## src/rtl/eoc_collector.sv

```systemverilog
// eoc_collector: gathers end-of-computation reports from NumChan channels.
// Each channel writes a word whose bit 0 is "done" and whose upper bits are
// an exit code. Once every channel has reported done, eoc_valid_o rises and
// eoc_code_o/eoc_chan_o hold the first nonzero exit code and its channel.
// An optional idle timeout and a sticky duplicate-done flag report misbehaving
// software. The boot-mode strap is captured once, on the first cycle after reset.
//
// Handshake: a write on channel i is accepted on a rising clk_i edge where
// wr_valid_i[i] and wr_ready_o[i] are both 1. wr_ready_o is all-ones only in
// RUN and does not depend on wr_valid_i. A write presented in a cycle that
// also has clear_i asserted is not accepted.
module eoc_collector #(
    parameter int NumChan       = 4,
    parameter int CodeWidth     = 32,
    parameter int TimeoutCycles = 0,
    localparam int ChanW        = (NumChan > 1) ? $clog2(NumChan) : 1
) (
    input  logic                         clk_i,
    input  logic                         rst_i,
    input  logic [1:0]                   boot_mode_i,
    output logic [1:0]                   boot_mode_o,
    input  logic [NumChan-1:0]           wr_valid_i,
    input  logic [NumChan*CodeWidth-1:0] wr_data_i,
    output logic [NumChan-1:0]           wr_ready_o,
    input  logic                         clear_i,
    output logic [NumChan-1:0]           done_mask_o,
    output logic                         eoc_valid_o,
    output logic [CodeWidth-2:0]         eoc_code_o,
    output logic [ChanW-1:0]             eoc_chan_o,
    output logic                         timeout_o,
    output logic                         dup_err_o,
    output logic [1:0]                   state_o
);

    // FSM encoding; state_o exposes the current state for observation.
    localparam logic [1:0] LATCH = 2'd0;
    localparam logic [1:0] RUN   = 2'd1;
    localparam logic [1:0] DONE  = 2'd2;
    localparam logic [1:0] TMO   = 2'd3;

    localparam logic [31:0] TMO_LIMIT = 32'(TimeoutCycles);
    localparam bit          TMO_EN    = (TimeoutCycles != 0);

    logic [1:0]           state, state_next;
    logic [1:0]           boot_mode, boot_mode_next;
    logic [NumChan-1:0]   mask, mask_next;
    logic                 valid, valid_next;
    logic [CodeWidth-2:0] code, code_next;
    logic [ChanW-1:0]     chan, chan_next;
    logic                 timeout, timeout_next;
    logic                 dup, dup_next;
    logic [31:0]          idle_cnt, idle_cnt_next;
    logic [31:0]          idle_inc;

    logic                 run;
    logic                 any_accepted;
    logic                 any_dup;
    logic [NumChan-1:0]   accepted;
    logic [NumChan-1:0]   done_wr;
    logic [NumChan-1:0]   fresh_done;
    logic                 pick_hit;
    logic [CodeWidth-2:0] pick_code;
    logic [ChanW-1:0]     pick_chan;

    assign run = (state == RUN);

    // Per-channel accept and done decode; clear_i suppresses every write.
    always_comb begin
        accepted = '0;
        done_wr  = '0;
        for (int i = 0; i < NumChan; i++) begin
            accepted[i] = wr_valid_i[i] & run & ~clear_i;
            done_wr[i]  = accepted[i] & wr_data_i[i*CodeWidth];
        end
    end

    // Only the first done per channel counts; a repeat is flagged and dropped.
    assign fresh_done   = done_wr & ~mask;
    assign any_dup      = |(done_wr & mask);
    assign any_accepted = |accepted;

    // Lowest-index fresh done-write with a nonzero code: scanning downward
    // lets the lowest index overwrite any higher one.
    always_comb begin
        pick_hit  = 1'b0;
        pick_code = '0;
        pick_chan = '0;
        for (int i = NumChan - 1; i >= 0; i--) begin
            if (fresh_done[i] && (wr_data_i[i*CodeWidth+1 +: CodeWidth-1] != '0)) begin
                pick_hit  = 1'b1;
                pick_code = wr_data_i[i*CodeWidth+1 +: CodeWidth-1];
                pick_chan = ChanW'(i);
            end
        end
    end

    // Saturating idle increment.
    assign idle_inc = (&idle_cnt) ? idle_cnt : idle_cnt + 32'd1;

    // Next-state and datapath update. A captured code is nonzero by
    // construction, so code != 0 doubles as the "already captured" flag.
    always_comb begin
        state_next     = state;
        boot_mode_next = boot_mode;
        mask_next      = mask;
        valid_next     = valid;
        code_next      = code;
        chan_next      = chan;
        timeout_next   = timeout;
        dup_next       = dup;
        idle_cnt_next  = idle_cnt;

        case (state)
            LATCH: begin
                boot_mode_next = boot_mode_i;
                state_next     = RUN;
            end

            RUN: begin
                if (clear_i) begin
                    mask_next     = '0;
                    valid_next    = 1'b0;
                    code_next     = '0;
                    chan_next     = '0;
                    timeout_next  = 1'b0;
                    dup_next      = 1'b0;
                    idle_cnt_next = '0;
                end else begin
                    mask_next     = mask | fresh_done;
                    idle_cnt_next = any_accepted ? 32'd0 : idle_inc;
                    if (any_dup) begin
                        dup_next = 1'b1;
                    end
                    if (pick_hit && (code == '0)) begin
                        code_next = pick_code;
                        chan_next = pick_chan;
                    end
                    // Completion takes priority over a coincident timeout.
                    if (&mask_next) begin
                        state_next = DONE;
                        valid_next = 1'b1;
                    end else if (TMO_EN && (idle_cnt_next >= TMO_LIMIT)) begin
                        state_next   = TMO;
                        timeout_next = 1'b1;
                    end
                end
            end

            DONE, TMO: begin
                if (clear_i) begin
                    state_next    = RUN;
                    mask_next     = '0;
                    valid_next    = 1'b0;
                    code_next     = '0;
                    chan_next     = '0;
                    timeout_next  = 1'b0;
                    dup_next      = 1'b0;
                    idle_cnt_next = '0;
                end
            end

            default: begin
                state_next = LATCH;
            end
        endcase
    end

    // State and datapath registers with asynchronous reset.
    always_ff @(posedge clk_i or posedge rst_i) begin
        if (rst_i) begin
            state     <= LATCH;
            boot_mode <= '0;
            mask      <= '0;
            valid     <= 1'b0;
            code      <= '0;
            chan      <= '0;
            timeout   <= 1'b0;
            dup       <= 1'b0;
            idle_cnt  <= '0;
        end else begin
            state     <= state_next;
            boot_mode <= boot_mode_next;
            mask      <= mask_next;
            valid     <= valid_next;
            code      <= code_next;
            chan      <= chan_next;
            timeout   <= timeout_next;
            dup       <= dup_next;
            idle_cnt  <= idle_cnt_next;
        end
    end

    assign boot_mode_o = boot_mode;
    assign wr_ready_o  = {NumChan{run}};
    assign done_mask_o = mask;
    assign eoc_valid_o = valid;
    assign eoc_code_o  = code;
    assign timeout_o   = timeout;
    assign dup_err_o   = dup;
    assign state_o     = state;

    // A single channel can only ever be channel 0.
    generate
        if (NumChan == 1) begin : g_one_chan
            assign eoc_chan_o = '0;
        end else begin : g_multi_chan
            assign eoc_chan_o = chan;
        end
    endgenerate

endmodule

```

## config.mk

```make
export PLATFORM = sky130hd
export DESIGN_NAME = eoc_collector
export DESIGN_NICKNAME = d
export VERILOG_FILES = /design/src/rtl/eoc_collector.sv
export SDC_FILE = /design/constraint.sdc
export NUM_CORES = 1
export LEC_CHECK = 0
export ABC_AREA = 1
export CAP_MARGIN = 10
export CELL_PAD_IN_SITES_DETAIL_PLACEMENT = 1
export CELL_PAD_IN_SITES_GLOBAL_PLACEMENT = 2
export CORE_AREA = 2 2 139 141
export DETAILED_ROUTE_END_ITERATION = 16
export DIE_AREA = 0 0 141 143
export PLACE_DENSITY = 0.95
export SYNTH_ARGS = -nofsm -noshare
export SYNTH_HDL_FRONTEND = slang
export SYNTH_SLANG_ARGS = --single-unit
```

## constraint.sdc

```tcl
create_clock -name clk_i -period 4.1 [get_ports clk_i]
set_input_delay 0.615 -clock clk_i [delete_from_list [all_inputs] [get_ports clk_i]]
set_output_delay 0.615 -clock clk_i [all_outputs]
set_load 0.02 [all_outputs]
```

==> results.py, run 1 <==
metrics = {
    "run_status": {
        "status": "finished clean",
    },
    "logic_synthesis": {
        "synth_top_family_by_area": "simple AND/OR/NAND/NOR gates",
        "synth_fa_ha_area_frac": 0,
        "synth_fp_nets": 831,
        "synth-compound-area-share": 0.06630,
        "synth_seq_cells": 43,
        "yosysSeqAreaShare": 0.2781,
        "avgSynthCellArea_um2": 5.575,
        "synth_simple_gate_area_frac": 0.5100,
        "muxShareOfSynthArea": 0.005821,
        "synth-xor-area-share": 0,
        "synth.distinct_cells": 25,
        "synthCells": 694,
        "ys_warn_count": 0,
        "syn_area_um2": 3869,
    },
    "critical_path": {
        "regToRegSetupSlack_ns": 1.80,
        "path_common_cell": "nand2_1",
        "critPathKind": "primary input to register",
        "crit_chain": "clkdlybuf4s50_1, nor2_1, nand2_1, nor2_1, nand2_1, inv_1, nand2_1, nand3_1, nand2_1, nand3_1, a21oi_1, nand2_1, nand2_1",
        "cp.buffers_inverters": 2,
        "crit_required_ns": 4.33,
        "worst_path_dominant_cell_family": "simple AND/OR/NAND/NOR gates",
        "crit_path_end_kind": "register",
        "slowest_stage": "nand2_1",
        "critPathLaunchType": "primary input",
        "path_max_fanout": 31,
        "worstPathArrival_ns": 2.95,
        "crit_path_max_incr_delay_ns": 0.70,
    },
    "detailed_routing": {
        "routedWlPerCell_um": 15.42,
        "vias": 4772,
        "dr.first_iter.drc_count": 191,
        "ant_nets": 0,
        "dr.pass1.iters": 4,
        "drt-total-wl_um": 16840,
        "vias_per_cell": 4.370,
        "drc": 0,
    },
    "clock_network": {
        "root_buffer": "clkbuf_16",
        "path_clk_slew_ns": 0.06,
        "clk-insertion-delay-late_ns": 0.29,
        "cts_tree": "done",
        "htreeDepth": 2,
        "post_cts_buffers": 0,
        "cts_resized": 0,
        "cts.hold.buffers_added": 0,
        "clkSinkCount": 43,
        "numCtsBuffers": 5,
        "cts_max_path_buffers": 2,
    },
    "floorplanning": {
        "initial_core_util": 0.2082,
        "core-area_um2": 18580,
        "die_area_um2": 20160,
        "io_pins": 185,
        "die_h_um": 143,
        "rows": 50,
        "die_x_um": 141,
    },
    "timing": {
        "worst_hold_slack_ns": 0.4784,
        "tightest_slew_ns": 0.9684,
        "hold_viol": 0,
        "slew_headroom": 0.3528,
        "period_share": 0.6647,
        "fin_crit_ns": 2.725,
        "skew_ns": 0.004144,
        "slew_viol_final": 0,
        "tns_ns": 0,
        "setup_viol_count_final": 0,
        "rsz0062_at_grt": "no",
        "fmax_ghz": 0.3669,
    },
    "placed_design": {
        "hpwl_um": 13920,
        "place_congestion": 0.8697,
        "io_buffers": 183,
    },
    "cells_and_area": {
        "syn_to_final_growth_pct": 55.30,
        "drive_above_1_share": 0.04196,
        "nets": 994,
        "diodes": 0,
        "fin_util": 0.3234,
    },
    "power_and_ir_drop": {
        "power-per-cell-area_nw_per_um2": 254.1,
        "ir_worst_vdd_mv": 0.1520,
        "leakagePower_uw": 0.002901,
    },
    "global_route": {
        "globalRoute.totalOverflow": 0,
        "grt_pass1_vias": 4898,
        "grt_pass1_wl_um": 26520,
        "track_usage": 0.1702,
        "antenna_found_initial": 1,
        "grt_max_degree": 44,
    },
    "flow_run": {
        "max_cap_violations": 0,
    },
    "hold_path": {
        "hp-class": "register to register",
    },
}
-- cell families (layout without fill, tap and decap cells) --
logic type | count (synthesis) | in the layout
AO/OA/AOI/OAI | 47 | 47
other | 1 | 1
AND/OR/NAND/NOR | 481 | 481
flip-flops | 43 | 43
multiplexers | 2 | 2
buffers and inverters | 120 | 284
-- final timing paths --
check | startpoint | end | depth (start not counted)
worst max-delay path | wr_data_i[105] | eoc_code_o[13] | 13
worst min-delay path | eoc_chan_o[0] | eoc_chan_o[0] | 2
worst max register to register | state_o[1] | eoc_code_o[13] | 11
worst min register to register | eoc_chan_o[0] | eoc_chan_o[0] | 2
max in group asynchronous | rst_i | eoc_code_o[10] | 3
min in group asynchronous | rst_i | eoc_code_o[21] | 3
-- state kept, by name, summed over array words and instances (netlist names) --
signal	count
state_o	2
done_mask_o	4
boot_mode_o	2
eoc_chan_o	2
eoc_valid_o	1
dup_err_o	1
eoc_code_o	31
-- final cells by class --
cell class | count | area (um^2)
Fill cell | 2397 | 12570
Multi-Input combinational cell | 531 | 2260
Timing Repair Buffer | 191 | 1892
Sequential cell | 43 | 1076
Inverter | 85 | 319.1
Clock buffer | 5 | 125.1
Clock inverter | 3 | 43.79
Tap cell | 234 | 292.8
-- Yosys cell counts (all sizes together) --
cell type  count  area, um^2
mux2           2       22.52
buf           29       195.2
o21bai         1       7.510
nand3         68       340.3
o2111ai        1       8.760
dfrtp         43        1076
clkbuf         6       22.52
conb           1       3.750
o21ai          5       25.02
nand4          3       18.77
nor2         124       498.0
a21oi         39       206.5
inv           85       319.1
nor4           7       43.79
nor3           2       10.01
nand2        277        1062
o221ai         1       8.760
-- layout by cell type (no fill, tap or decap), drive strengths merged --
cell type and n:
o21ai 5, inv 84, mux2 2, a21oi 39, nand2 277, nor2 124, o21bai 1, o221ai 1
buf 8, nand4 3, dfrtp 43, clkbuf 5, conb 1, nand3 68, bufinv 1, nor4 7
o2111ai 1, nor3 2, clkdlybuf4s50 183, clkinv 3
-- routing by layer --
| layer | global-route usage | wire [um] | up-vias |
|---|---|---|---|
| met5 | 0 | 0 | - |
| met1 | 0.2282 | 7752 | 2171 |
| met2 | 0.2911 | 7884 | 150 |
| met4 | 0.02632 | 186 | 0 |
| met3 | 0.03152 | 1013 | 12 |
| li1 | - | - | 2439 |
-- per-stage QoR --
step	setup WS, ns	cell area [um^2]	instances	power (uW)
floorplan	2.233	3869	694	758.7
global placement	1.058	5839	1084	1075
detailed placement	1.045	5839	1084	1078
CTS	1.343	6008	1092	1546
global route	1.076	6008	1092	1622
finish	1.375	6008	1092	1527
-- report_power, final --
part,internal (uW),leakage (uW),switching (uW),total (uW)
logic,271,0.00225,282,553
registers,469,0.000563,42.3,512
clock network,287,0.0000838,175,462
total,1030,0.00290,499,1530
-- worst min-delay path, cell delays in order (launching register included) --
cell and delay [ns]:
dfrtp_1 0.35, nand2_1 0.05, nand2_1 0.04
Note: power is estimated with default switching activity, not from simulation.
==> run 2: changes to the inputs <==
CORE_AREA = 2 2 154 156   (was 2 2 139 141)
DIE_AREA = 0 0 156 158   (was 0 0 141 143)
PLACE_DENSITY = 0.86   (was 0.95)
clock period = 2.5 ns   (was 4.1 ns; I/O delays follow)
==> results.py, run 2 (synthesized netlist as in run 1, its figures left out) <==
metrics = {
    "global_route": {
        "grt_max_degree": 43,
        "track_usage": 0.1495,
        "globalRoute.totalOverflow": 0,
        "antenna_found_initial": 3,
        "grt_pass1_wl_um": 28340,
        "grt_pass1_vias": 5232,
    },
    "floorplanning": {
        "rows": 56,
        "die_h_um": 158,
        "initial_core_util": 0.1678,
        "core-area_um2": 23050,
        "io_pins": 185,
        "die_x_um": 156,
        "die_area_um2": 24650,
    },
    "timing": {
        "slew_headroom": 0.5753,
        "hold_viol": 0,
        "rsz0062_at_grt": "no",
        "fin_crit_ns": 2.276,
        "fmax_ghz": 0.4393,
        "worst_hold_slack_ns": 0.4000,
        "fin_ws_ns": 0.2236,
        "setup_viol_count_final": 0,
        "slew_viol_final": 0,
        "skew_ns": 0.01005,
        "period_share": 0.9106,
        "tightest_slew_ns": 0.6331,
    },
    "clock_network": {
        "cts_tree": "done",
        "path_clk_slew_ns": 0.07,
        "cts_max_path_buffers": 2,
        "clk-insertion-delay-late_ns": 0.30,
        "clkSinkCount": 43,
        "htreeDepth": 2,
        "cts.hold.buffers_added": 0,
        "root_buffer": "clkbuf_16",
        "numCtsBuffers": 5,
    },
    "cells_and_area": {
        "nets": 1035,
        "layout_common_cells": "nand2_1, clkdlybuf4s50_1, nor2_1",
        "largest_reg_flops": 31,
        "syn_to_final_growth_pct": 67.40,
        "layoutNonFillerInstCount": 1190,
        "drive_above_1_share": 0.08788,
        "layout_commonest_cell": "nand2_1",
    },
    "detailed_routing": {
        "ant_nets": 0,
        "drc": 0,
        "drt-total-wl_um": 18570,
        "vias_per_cell": 4.164,
        "dr.first_iter.drc_count": 241,
        "vias": 4955,
        "routedWlPerCell_um": 15.61,
        "dr.pass1.iters": 4,
    },
    "flow_run": {
        "max_cap_violations": 0,
    },
    "placed_design": {
        "place_congestion": 0.8322,
        "place_ws_ns": -0.2137,
        "dp_cells": 1180,
        "hpwl_um": 15550,
        "io_buffers": 183,
    },
    "power_and_ir_drop": {
        "leakagePower_uw": 0.003123,
        "power-per-cell-area_nw_per_um2": 388.8,
        "ir_worst_vdd_mv": 0.2311,
    },
    "hold_path": {
        "hp-class": "primary input to async pin",
    },
    "critical_path": {
        "worstPathArrival_ns": 2.51,
        "critPathLaunchType": "primary input",
        "timing.rr.start": "eoc_code_o[16]",
        "crit_required_ns": 2.73,
        "reg2reg_depth": 7,
        "critPathKind": "primary input to register",
        "crit-reg2reg-capture": "eoc_code_o[29]",
        "path_max_fanout": 28,
        "regToRegSetupSlack_ns": 0.29,
        "crit_path_end_kind": "register",
    },
    "run_status": {
        "status": "finished clean",
    },
}
==> run 2: cell count changes in the layout (fill, tap and decap cells not counted), sizes merged <==
cell / delta
a21oi: +1
buf: +40
bufinv: -1
clkbuf: +1
clkinv: -1
clkinvlp: +1
diode: +1
==> run 2: area by class of cell <==
class / instances / area (um^2)
antenna: 1 / 2.502
clock buffer: 6 / 138.9
clock inverter: 2 / 16.27
fill: 2930 / 16580
inverter: 85 / 319.1
multi-input combinational: 532 / 2281
sequential: 43 / 1076
tap: 290 / 362.8
timing repair buffer: 231 / 2280
==> run 2: worst max-delay path by stage <==
stage                              start        endpoint  slack (ns)  cells past startpoint
after floorplan               state_o[0]  eoc_code_o[10]        0.69                     14
after global placement     wr_data_i[40]  eoc_code_o[30]       -0.19                     15
after detailed placement   wr_data_i[40]  eoc_code_o[30]       -0.21                     15
after CTS                  wr_data_i[40]  eoc_code_o[30]         0.1                     15
after global routing      wr_data_i[107]  eoc_code_o[29]        0.02                     16
final                      wr_data_i[36]  eoc_code_o[30]        0.22                     15
==> run 2: worst max-delay path: stages <==
cell             delay (ns)
clkdlybuf4s50_1        0.45
nor2_1                 0.11
nand2_1                0.06
nor2_1                 0.16
buf_4                  0.14
nand2_1                0.07
nor2_2                 0.16
nor2_4                 0.06
inv_1                  0.13
buf_12                 0.19
buf_12                 0.13
nand3_1                0.10
a21oi_1                0.20
nand2_1                0.07
nand2_1                0.08
==> run 2: power by group <==
group	total [uW]	internal (uW)	leakage (uW)	switching [uW]
clock network	702	400	0.0000731	302
registers	842	770	0.000563	72.0
logic	974	491	0.00249	483
total	2520	1660	0.00312	857
==> run 2: metrics by stage <==
stage	power, uW	utilization	setup TNS [ns]	cell area, um^2
6_report	2518	0.2809	0	6476
5_1_grt	2672	0.2809	0	6476
4_1_cts	2556	0.2799	0	6452
3_5_place_dp	1838	0.2732	-4.407	6297
3_3_place_gp	1830	0.2732	-2.323	6297
2_1_floorplan	1244	-	0	3869
==> run 2: timing repair <==
item | in CTS | in global routing
setup endpoints to repair | 0 | 29
setup buffers | 0 | 0
gates resized for setup | 0 | 3
==> run 2: metal layers <==
metal / vias up / track usage / share of wire
met2: 143 / 0.2571 / 0.47
met3: 19 / 0.02573 / 0.054
met5: - / 0 / 0.00070
met1: 2267 / 0.1941 / 0.46
li1: 2524 / - / -
met4: 2 / 0.03844 / 0.021
